File: src/rtl/psum_accumulator.sv
// Accumulates a window of signed tile partial sums into a saturating accumulator
// and holds the result until the consumer takes it.
module psum_accumulator #(
    parameter int PSUM_W = 22,
    parameter int ACC_W  = 32,
    parameter int CNT_W  = 5
) (
    input  logic              clk,
    input  logic              rst_n,
    input  logic              psum_valid,
    input  logic [PSUM_W-1:0] psum,
    input  logic [CNT_W-1:0]  num_tiles,
    output logic              acc_valid,
    input  logic              acc_ready,
    output logic [ACC_W-1:0]  acc_out,
    output logic              acc_sat,
    output logic              overrun,
    output logic              busy
);

    typedef enum logic [1:0] {IDLE, ACCUM, HOLD} state_t;

    state_t                   state, state_nxt;
    logic signed [ACC_W-1:0]  acc, acc_nxt;
    logic        [CNT_W-1:0]  cnt, cnt_nxt;
    logic        [CNT_W-1:0]  tgt, tgt_nxt;
    logic                     sat_nxt;
    logic                     ovr_nxt;
    logic                     start;
    logic        [CNT_W-1:0]  tgt_start;
    logic signed [ACC_W-1:0]  psum_ext;
    logic signed [ACC_W:0]    sum;

    // Clip a one-bit-wide sum back into the accumulator range.
    function automatic logic signed [ACC_W-1:0] saturate(input logic signed [ACC_W:0] s);
        if (s[ACC_W] != s[ACC_W-1])
            return s[ACC_W] ? {1'b1, {(ACC_W-1){1'b0}}} : {1'b0, {(ACC_W-1){1'b1}}};
        return s[ACC_W-1:0];
    endfunction

    function automatic logic clipped(input logic signed [ACC_W:0] s);
        return s[ACC_W] != s[ACC_W-1];
    endfunction

    assign psum_ext  = {{(ACC_W-PSUM_W){psum[PSUM_W-1]}}, psum};
    assign sum       = {acc[ACC_W-1], acc} + {psum_ext[ACC_W-1], psum_ext};
    assign tgt_start = (num_tiles == '0) ? CNT_W'(1) : num_tiles;

    // A new window opens from IDLE, or from HOLD in the same cycle as the handoff.
    assign start = psum_valid && ((state == IDLE) || (state == HOLD && acc_ready));

    always_comb begin
        state_nxt = state;
        acc_nxt   = acc;
        cnt_nxt   = cnt;
        tgt_nxt   = tgt;
        sat_nxt   = acc_sat;
        ovr_nxt   = overrun;
        unique case (state)
            IDLE: ;
            ACCUM: begin
                if (psum_valid) begin
                    acc_nxt = saturate(sum);
                    sat_nxt = acc_sat | clipped(sum);
                    cnt_nxt = cnt + CNT_W'(1);
                    if (cnt + CNT_W'(1) == tgt)
                        state_nxt = HOLD;
                end
            end
            HOLD: begin
                if (acc_ready) begin
                    state_nxt = IDLE;
                    acc_nxt   = '0;
                end else if (psum_valid) begin
                    ovr_nxt = 1'b1;
                end
            end
            default: state_nxt = IDLE;
        endcase
        if (start) begin
            acc_nxt   = psum_ext;
            cnt_nxt   = CNT_W'(1);
            tgt_nxt   = tgt_start;
            sat_nxt   = 1'b0;
            state_nxt = (tgt_start == CNT_W'(1)) ? HOLD : ACCUM;
        end
    end

    always_ff @(posedge clk) begin
        if (!rst_n) begin
            state   <= IDLE;
            acc     <= '0;
            cnt     <= '0;
            tgt     <= '0;
            acc_sat <= 1'b0;
            overrun <= 1'b0;
        end else begin
            state   <= state_nxt;
            acc     <= acc_nxt;
            cnt     <= cnt_nxt;
            tgt     <= tgt_nxt;
            acc_sat <= sat_nxt;
            overrun <= ovr_nxt;
        end
    end

    assign acc_valid = (state == HOLD);
    assign busy      = (state != IDLE);
    assign acc_out   = acc;

endmodule
File: config.mk
export PLATFORM = sky130hd
export DESIGN_NAME = psum_accumulator
export DESIGN_NICKNAME = d
export VERILOG_FILES = /design/src/rtl/psum_accumulator.sv
export SDC_FILE = /design/constraint.sdc
export NUM_CORES = 1
export LEC_CHECK = 0
export CELL_PAD_IN_SITES_DETAIL_PLACEMENT = 0
export CELL_PAD_IN_SITES_GLOBAL_PLACEMENT = 2
export CORE_AREA = 2 2 113 115
export CTS_CLUSTER_DIAMETER = 200
export DETAILED_ROUTE_END_ITERATION = 6
export DIE_AREA = 0 0 115 117
export GPL_TIMING_DRIVEN = 0
export HOLD_SLACK_MARGIN = 0.15
export PLACE_DENSITY = 0.86
export SYNTH_ARGS = -nofsm -noshare
export SYNTH_HDL_FRONTEND = slang
export SYNTH_SLANG_ARGS = --single-unit
File: constraint.sdc
create_clock -name clk -period 7.5 [get_ports clk]
set_input_delay 1.125 -clock clk [delete_from_list [all_inputs] [get_ports clk]]
set_output_delay 1.125 -clock clk [all_outputs]
set_load 0.03 [all_outputs]
* Word level (Yosys, flattened, before mapping)
Index checks and enable logic that the tools add are counted.
** Word-level totals
- Output and inout port bits :: 36
- Latch bits :: 0
- Bits in registers :: 46
- ROM bits :: 0
- Input bits :: 31
- Memories :: 0
- Memory bits (writable) :: 0
** Operators by class
- Order comparisons :: 0
- Equal/unequal tests :: 9
- Add/subtract/negate cells :: 2
- Bitwise operators :: 3
- Multiply operators :: 0
- Mux-type cells :: 20
- Shifts and indexed selects :: 0
- Reduce and logical (&&, ||, !) cells :: 15
- Divide/modulo/power cells :: 0
** Operator list (number)
- 32-bit two-way mux :: 6
- 32-bit case mux with 2 select lines :: 1
- 32-bit by 22-bit adder with 33-bit output :: 1
- 2-bit two-way mux :: 5
- 1-bit two-way mux :: 6
- 3-bit != test, second input constant :: 2
- 2-bit case mux with 3 select lines :: 1
- 3-bit AND reduction :: 2
- 2-bit nonzero test :: 3
- 5-bit by 1-bit adder with 5-bit output, second input constant :: 1
- 5-bit by 1-bit == test with 1-bit output, second input constant :: 1
- 5-bit == test :: 1
- 5-bit logical NOT :: 1
- 5-bit two-way mux :: 1
- 2-bit AND reduction :: 2
- 4-bit AND reduction :: 1
- 3-bit by 1-bit != test with 1-bit output, second input constant :: 1
- 3-bit nonzero test :: 1
- 2-bit by 1-bit == test with 1-bit output, second input constant :: 1
- 2-bit == test, second input constant :: 1
- 1-bit logical AND :: 2
- 2-bit logical NOT :: 1
- 2-bit != test, second input constant :: 1
- 1-bit NOT :: 2
- 4 further kinds :: 4

* Depth between registers and ports, before layout
Gate-level depths: netlist of run 1.
- Word-level depth :: 9
- Mapped depth :: 11
- Gate-level depth less buffers :: 10

* Worst setup path after synthesis of run 1
Ideal clock, no wire load.
- Kind :: in2reg
- Start :: in psum[0]
- End :: reg acc[1], in the netlist acc_out[1]
- Setup time :: 131 ps
- Slack :: 3875 ps
- Stages :: 11
- Required time :: 7369 ps
- Arrival time :: 3494 ps
- Path through :: ha_1 fa_1 a211oi_1 o21ai_1 nor3_1 o21ai_0 a21oi_1 nand3_1 buf_2 a221oi_1 nor3_1
** On the way
- Cells in the longest elaborated chain, start to end :: 9
- Elaborated cells between the ends (all ways) :: 11
- Classes of those cells :: 1 x add/sub; 1 x eq/ne; 9 x mux
** RTL lines
- start: declaration :: RTL line 11 : input logic [PSUM_W-1:0] psum,
- 32-bit by 22-bit adder with 33-bit output * :: RTL line 46 : assign sum = {acc[ACC_W-1], acc} + {psum_ext[ACC_W-1], psum_ext};
- 1-bit != test :: RTL line 36 : if (s[ACC_W] != s[ACC_W-1])
- 1-bit two-way mux :: RTL line 36
- 1-bit two-way mux :: RTL line 62 : if (psum_valid) begin
- 1-bit two-way mux :: RTL line 59 : unique case (state)
- 32-bit two-way mux * :: RTL line 38 : return s[ACC_W-1:0];
- 32-bit two-way mux * :: RTL line 62
- 32-bit case mux with 2 select lines * :: RTL line 59
- 32-bit two-way mux * :: RTL line 80 : if (start) begin
- end signal: assignment :: RTL line 99 : acc <= acc_nxt;
- end: declaration :: RTL line 24 : logic signed [ACC_W-1:0] acc, acc_nxt;
Every way passes the cells marked *; elsewhere a longest branch is shown, timed or not. The select of a mux whose other input is x is not followed.
A chain may end at the register's enable or synchronous reset.

* Worst setup path after layout of run 1
- Start :: in psum[21]
- End :: reg acc[3], in the netlist acc_out[3]
The elaborated chain is that of the path after synthesis.

==> results of run 1 <==
## layout by cell type (no fill, tap or decap), types with 3 or more instances in the layout
| cell | instances |
|---|---|
| sky130_fd_sc_hd__o21ai_0 | 45 |
| sky130_fd_sc_hd__a221oi_1 | 3 |
| sky130_fd_sc_hd__nor3_1 | 14 |
| sky130_fd_sc_hd__nand3_1 | 16 |
| sky130_fd_sc_hd__a21oi_1 | 69 |
| sky130_fd_sc_hd__a31oi_1 | 7 |
| sky130_fd_sc_hd__nand2_1 | 52 |
| sky130_fd_sc_hd__and2_1 | 4 |
| sky130_fd_sc_hd__clkdlybuf4s50_1 | 66 |
| sky130_fd_sc_hd__nand4_1 | 9 |
| sky130_fd_sc_hd__o221ai_1 | 8 |
| sky130_fd_sc_hd__clkbuf_1 | 18 |
| sky130_fd_sc_hd__nor2b_1 | 3 |
| sky130_fd_sc_hd__clkbuf_16 | 5 |
| sky130_fd_sc_hd__o21a_1 | 4 |
| sky130_fd_sc_hd__dfxtp_1 | 46 |
| sky130_fd_sc_hd__o21ai_1 | 4 |
| sky130_fd_sc_hd__nor2_1 | 33 |
| sky130_fd_sc_hd__or3_1 | 7 |
| sky130_fd_sc_hd__buf_2 | 11 |
| sky130_fd_sc_hd__a211oi_1 | 17 |
| sky130_fd_sc_hd__xnor2_1 | 17 |
| sky130_fd_sc_hd__ha_1 | 33 |
| sky130_fd_sc_hd__inv_1 | 8 |
| sky130_fd_sc_hd__a21o_1 | 11 |
| sky130_fd_sc_hd__o211ai_1 | 16 |
| sky130_fd_sc_hd__xor2_1 | 17 |
## report_power, final
part           internal (uW)  switching [uW]  leakage [uW]  total, uW
Clock                    125             113     0.0000664        238
Sequential               288            39.6      0.000380        328
Combinational            311             489       0.00144        800
## per-layer routing
| layer | GRT usage | vias up | share of wire |
|---|---|---|---|
| li1 | - | 2122 | - |
| met1 | 0.272 | 2030 | 0.48 |
| met2 | 0.320 | 124 | 0.45 |
| met3 | 0.0335 | 24 | 0.046 |
| met4 | 0.0867 | 0 | 0.023 |
| met5 | 0 | - | 0 |
## critical path, cell delays in order
cell and delay [ps]:
sky130_fd_sc_hd__clkdlybuf4s50_1 840, sky130_fd_sc_hd__ha_1 330, sky130_fd_sc_hd__buf_2 170, sky130_fd_sc_hd__a21oi_1 180
sky130_fd_sc_hd__nand2_1 80, sky130_fd_sc_hd__a221oi_1 610, sky130_fd_sc_hd__and2_1 230, sky130_fd_sc_hd__a211oi_2 110
sky130_fd_sc_hd__xnor2_2 460, sky130_fd_sc_hd__buf_2 360, sky130_fd_sc_hd__o221ai_1 170, sky130_fd_sc_hd__a31oi_1 190
## cell type report
class / instances / area [um2]
Tap cell: 150 / 188
Sequential cell: 46 / 921
Fill cell: 1299 / 7370
Timing Repair Buffer: 66 / 661
Buffer: 29 / 123
Multi-Input combinational cell: 436 / 2860
Inverter: 9 / 33.8
Clock inverter: 3 / 23.8
Clock buffer: 5 / 125
## state kept, by name (all words and copies together) (netlist names)
register / flops
acc_out: 32
acc_sat: 1
cnt: 5
overrun: 1
state: 2
tgt: 5
## through the flow
stage,util,total power (uW),instances
floorplan,-,877,520
CTS,0.401,1370,744
finish,0.401,1370,744
global placement,0.389,1120,736
global route,0.401,1460,744
detailed placement,0.389,1120,736
## logic make-up after synthesis
| kind of cell | count (synthesis) | share of synthesized area |
|---|---|---|
| buffers and inverters | 38 | 0.0397 |
| DFF | 46 | 0.234 |
| AOI/OAI and AO/OA | 218 | 0.360 |
| adders and majority gates | 34 | 0.110 |
| xor gates and xnor gates | 35 | 0.0797 |
| and+or+nand+nor | 149 | 0.177 |
## final timing paths
check,from,endpoint,slack [ps]
max,psum[21],acc_out[3],2870
min,tgt[1],tgt[1],470
max reg2reg,acc_out[0],acc_out[3],4120
min reg2reg,tgt[1],tgt[1],470
==> results by group, run 1 <==
Floorplan
  – X dimension of the die: 115 um
  – Number of top-level design ports: 67
  – Initial Util: 0.320
  – Die footprint: around 0.013 mm2
  – Overall die height: 117 um
  – Area of the placeable core: 0.0123 mm2
  – Row cnt: between 40 and 50

Place
  – Placement-stage worst setup slack: about 2600 ps
  – Detailed placer's ending HPWL: around 10 mm
  – Area post-placement: ~0.0048 mm2
  – Number of buffers inserted by port buffering: 66
  – Final RePlAce weighted congestion: approximately 1

Timing
  – Minimum hold slack: approximately 470 ps
  – Worst slew margin: 0.325
  – Final Slew Violations: 0
  – Largest clock skew in the final design: 10.4 ps
  – Setup TNS Final: 0 ps
  – Minimum period implied by the final worst setup slack: ~4600 ps
  – Slew at the pin with the worst max-slew slack: 1010 ps
  – Final critical-path share of the clock period: 0.617
  – Final worst-path setup slack: 2870 ps
  – RSZ-0062 raised after global routing: no
  – Number of endpoints failing setup at the final stage: 0
  – Highest attainable clock frequency: 216 MHz
  – Number of failing hold endpoints at the final stage: 0

Synth
  – Most common cell in the synthesized netlist: sky130_fd_sc_hd__a21oi_1
  – Ys flop type: sky130_fd_sc_hd__dfxtp_1
  – Synthesized area divided by synthesized cell count: ~7.6 um2
  – Post-synthesis instance area: 0.00394 mm2
  – Post-synthesis instance total: between 500 and 600
  – Warnings, synthesis: 0
  – Synthesized netlist net count: a little under 600
  – Sequential element share of the synthesized area: 0.234
  – Leading post-synthesis cells by instance count: sky130_fd_sc_hd__a21oi_1 (69), sky130_fd_sc_hd__nand2_1 (52), sky130_fd_sc_hd__dfxtp_1 (46)
  – Netlist cell types: 61
  – Area contributors post-synth: sky130_fd_sc_hd__dfxtp_1 (23%), sky130_fd_sc_hd__ha_1 (10%), sky130_fd_sc_hd__a21oi_1 (8.8%), sky130_fd_sc_hd__o21ai_0 (5.7%), sky130_fd_sc_hd__nand2_1 (5.0%)
  – Flop and latch count out of synthesis: 46
  – Area share of the largest cell type after synthesis: 0.234
  – Number of enable-type register cells in the synthesized netlist: 0
  – Largest area contributor in the netlist: sky130_fd_sc_hd__dfxtp_1
  – FFs w/ async S/R, synth: 0

Min path
  – Worst hold path stage count: 2
  – Worst Hold Class: reg2reg

Pwr
  – Power per unit of standard cell area: 277 mW/mm2
  – VDD IR-drop max: 0.000108 V
  – Leakage power summed over all cells: ~0.0019 uW

Route
  – Final wirelength: 13.5 mm
  – Total number of vias: around 4,300
  – Number of iterations in the first detailed-routing pass: 5
  – Routed wire per std cell: 18.2 um
  – Vias per cell: 5.78
  – Post-DRT Antenna Nets: 0
  – Residual DRC count: 0
  – Number of DRC markers in iteration 0: ~240

Clocking
  – TritonCTS Buffers: 5
  – Max Root-Sink Buffers: 2
  – Number of H-tree branching levels: 2
  – Clock transition at the register clock pins on the worst setup and hold paths after CTS: 70 ps
  – Clock tree sinks: 46
  – Insertion delay to the later sink of the worst-skew pair: 300 ps
  – Post-CTS Setup Bufs: 0
  – CTS root buffer: sky130_fd_sc_hd__clkbuf_16
  – Number of resized instances in the post-cts repair step: 0
  – TritonCTS clock tree: done
  – CTS hold repair buffers: 0

Job
  – Max Cap Viol: 0

GRT
  – Gr ovfl total: 0
  – Tot GR Track Use: 0.202
  – Antenna violations before repair: 0
  – Wire length of the first global-routing pass: 21.2 mm
  – Pin count of the biggest net entering global routing: 17
  – Vias in the first global route: 4,102

Worst setup path
  – Maximum fanout encountered on the critical timing path: 12
  – Critical path launch point type: input pin
  – CP Class: in2reg
  – Data arrival time of the critical path: around 4900 ps
  – Data required time at the worst endpoint: 7730 ps
  – Type of element capturing the critical path: flop
  – Cells on worst reg2reg path: 11

Layout
  – Signed area change from the synthesized netlist to the final layout: 25.3%
  – Number of diodes: 0
  – Share of cells above drive strength 1: 0.0572
  – Design Area, Final: 0.00494 mm2
  – Fin nets: 658

Status
  – Result of the run: complete, no violations
Power figures use the tool's default switching activity.
==> run 2: changes to the inputs <==
--- a/config.mk
+++ b/config.mk
@@ -7,13 +7,13 @@
 export LEC_CHECK = 0
 export CELL_PAD_IN_SITES_DETAIL_PLACEMENT = 0
 export CELL_PAD_IN_SITES_GLOBAL_PLACEMENT = 2
-export CORE_AREA = 2 2 113 115
+export CORE_AREA = 2 2 116 118
 export CTS_CLUSTER_DIAMETER = 200
 export DETAILED_ROUTE_END_ITERATION = 6
-export DIE_AREA = 0 0 115 117
+export DIE_AREA = 0 0 118 120
 export GPL_TIMING_DRIVEN = 0
 export HOLD_SLACK_MARGIN = 0.15
-export PLACE_DENSITY = 0.86
+export PLACE_DENSITY = 0.82
 export SYNTH_ARGS = -nofsm -noshare
 export SYNTH_HDL_FRONTEND = slang
 export SYNTH_SLANG_ARGS = --single-unit
==> constraint.sdc (replaced) <==
create_clock -name clk -period 4.6 [get_ports clk]
set_input_delay 0.69 -clock clk [delete_from_list [all_inputs] [get_ports clk]]
set_output_delay 0.69 -clock clk [all_outputs]
set_load 0.03 [all_outputs]
==> results by group, run 2 (synthesis gave the netlist of run 1 again) <==
Clocking
  – Clock transition at the register clock pins on the worst setup and hold paths after CTS: 70 ps
  – Clock tree sinks: 46
  – CTS root buffer: sky130_fd_sc_hd__clkbuf_16
  – Number of resized instances in the post-cts repair step: 0
  – Number of H-tree branching levels: 2
  – TritonCTS Buffers: 5
  – Post-CTS Setup Bufs: 0
  – TritonCTS clock tree: done
  – Insertion delay to the later sink of the worst-skew pair: 310 ps
  – CTS hold repair buffers: 0
  – Max Root-Sink Buffers: 2

Layout
  – Multi-input gate area: 0.00286 mm2
  – Design Area, Final: a little under 0.005 mm2
  – Signed area change from the synthesized netlist to the final layout: 26.1%
  – Max reg flops: 32
  – Share of cells above drive strength 1: 0.0572
  – Area of all sequential standard cells: 921 um2
  – Commonest non-fill, non-tap cell in the layout: sky130_fd_sc_hd__a21oi_1
  – Fin nets: 658
  – Number of diodes: 0
  – Leading cell types in the layout, fill and taps excluded: sky130_fd_sc_hd__a21oi_1 (69), sky130_fd_sc_hd__clkdlybuf4s50_1 (66), sky130_fd_sc_hd__nand2_1 (52)
  – Fillcell total: 1,421

Timing
  – Highest attainable clock frequency: 236 MHz
  – Final critical-path share of the clock period: 0.920
  – Final worst-path setup slack: between 300 and 400 ps
  – Number of failing hold endpoints at the final stage: 0
  – Final Slew Violations: 0
  – Number of endpoints failing setup at the final stage: 0
  – Largest clock skew in the final design: 7.06 ps
  – Worst slew margin: 0.337
  – Setup TNS Final: 0 ps
  – Slew at the pin with the worst max-slew slack: 994 ps
  – RSZ-0062 raised after global routing: no
  – Minimum period implied by the final worst setup slack: 4230 ps

Worst setup path
  – Data arrival time of the critical path: between 4000 and 5000 ps
  – Worst setup path endpoint: acc_out[8]
  – CP Class: in2reg
  – Critical path launch point type: input pin
  – Setup slack of the worst register-to-register path: 1190 ps
  – Maximum fanout encountered on the critical timing path: 12
  – Cells on worst reg2reg path: 10
  – Setup crit start: psum[21]
  – Beginning of the worst register-to-register path: acc_out[0]
  – Data required time at the worst endpoint: 4830 ps
  – Reg-to-reg critical path endpoint: acc_out[25]
  – Type of element capturing the critical path: flop

Route
  – Routed wire per std cell: 17.8 um
  – Final wirelength: 13.7 mm
  – Number of iterations in the first detailed-routing pass: 5
  – Vias per cell: 5.54
  – Post-DRT Antenna Nets: 0
  – Residual DRC count: 0
  – Number of DRC markers in iteration 0: 219
  – Total number of vias: ~4,300

Floorplan
  – Initial Util: 0.304
  – Number of top-level design ports: between 60 and 70
  – Die footprint: 0.0142 mm2
  – Area of the placeable core: 0.0130 mm2
  – Overall die height: between 100 and 150 um
  – Row cnt: 42
  – X dimension of the die: between 100 and 150 um

Place
  – Final RePlAce weighted congestion: 0.909
  – Number of buffers inserted by port buffering: 66
  – Detailed placer's ending HPWL: 10.3 mm
  – Placement-stage worst setup slack: a little under 40 ps
  – Area post-placement: 0.00482 mm2

GRT
  – Tot GR Track Use: 0.196
  – Vias in the first global route: 4,202
  – Pin count of the biggest net entering global routing: 17
  – Wire length of the first global-routing pass: 22.0 mm
  – Gr ovfl total: 0
  – Antenna violations before repair: 0

Job
  – Max Cap Viol: 0

Min path
  – Worst Hold Class: reg2reg
  – Hold Startpoint: acc_sat

Pwr
  – VDD IR-drop max: 0.000155 V
  – Power per unit of standard cell area: 448 mW/mm2
  – Leakage power summed over all cells: 0.00189 uW

Status
  – Result of the run: complete, no violations
run 2: cell counts in the layout (fill, tap and decap cells not counted):
Identical to the previous run, type by type.
run 2: area by class of cell:
| type | instances | share of cell area |
|---|---|---|
| plain buffers | 29 | 0.0247 |
| clock buffers | 5 | 0.0252 |
| flip-flops and latches | 46 | 0.185 |
| multi-input cells | 436 | 0.576 |
| well taps | 176 | 0.0443 |
| clock inverters | 3 | 0.00478 |
| inverters | 9 | 0.00680 |
| repair buffers | 66 | 0.133 |
run 2: layer usage:
metal | vias to the layer above | routed length, um | GRT usage
met2 | 96 | 6280 | 0.328
met4 | 0 | 266 | 0.0753
li1 | 2123 | - | -
met3 | 16 | 649 | 0.0356
met5 | - | 0 | 0
met1 | 2030 | 6480 | 0.251
run 2: worst max-delay path, stage by stage:
cell and delay [ps]:
sky130_fd_sc_hd__clkdlybuf4s50_1 850, sky130_fd_sc_hd__ha_1 330, sky130_fd_sc_hd__buf_2 170, sky130_fd_sc_hd__a21oi_1 180
sky130_fd_sc_hd__nand2_1 80, sky130_fd_sc_hd__a221oi_1 620, sky130_fd_sc_hd__and2_1 230, sky130_fd_sc_hd__a211oi_2 110
sky130_fd_sc_hd__xnor2_2 460, sky130_fd_sc_hd__buf_2 380, sky130_fd_sc_hd__o221ai_1 170, sky130_fd_sc_hd__a31oi_1 190
run 2: per-stage QoR:
step                instances  total power, uW  hold WS, ps  utilization
global placement          762             1830          454        0.372
floorplan                 520             1430          448            -
global route              770             2390          491        0.383
detailed placement        762             1840          457        0.372
CTS                       770             2240          476        0.383
finish                    770             2230          467        0.383
run 2: worst min-delay path by stage:
stage / depth (start not counted) / to
3_5_place_dp: 2 / acc_sat
5_1_grt: 2 / tgt[2]
4_1_cts: 2 / tgt[1]
6_report: 2 / acc_sat
3_3_place_gp: 2 / overrun
2_1_floorplan: 2 / tgt[1]
run 2: power breakdown:
group	total, uW	switching, uW	internal, uW
logic	1300	799	506
clock network	390	186	204
registers	534	63.9	470
==> run 3: changes to the inputs <==
--- a/config.mk
+++ b/config.mk
@@ -14,6 +14,7 @@
 export GPL_TIMING_DRIVEN = 0
 export HOLD_SLACK_MARGIN = 0.15
 export PLACE_DENSITY = 0.82
+export SLEW_MARGIN = 15
 export SYNTH_ARGS = -nofsm -noshare
 export SYNTH_HDL_FRONTEND = slang
 export SYNTH_SLANG_ARGS = --single-unit
==> results of run 3 <==
Same layout as run 2: the final DEF is identical, and so are final timing and power.
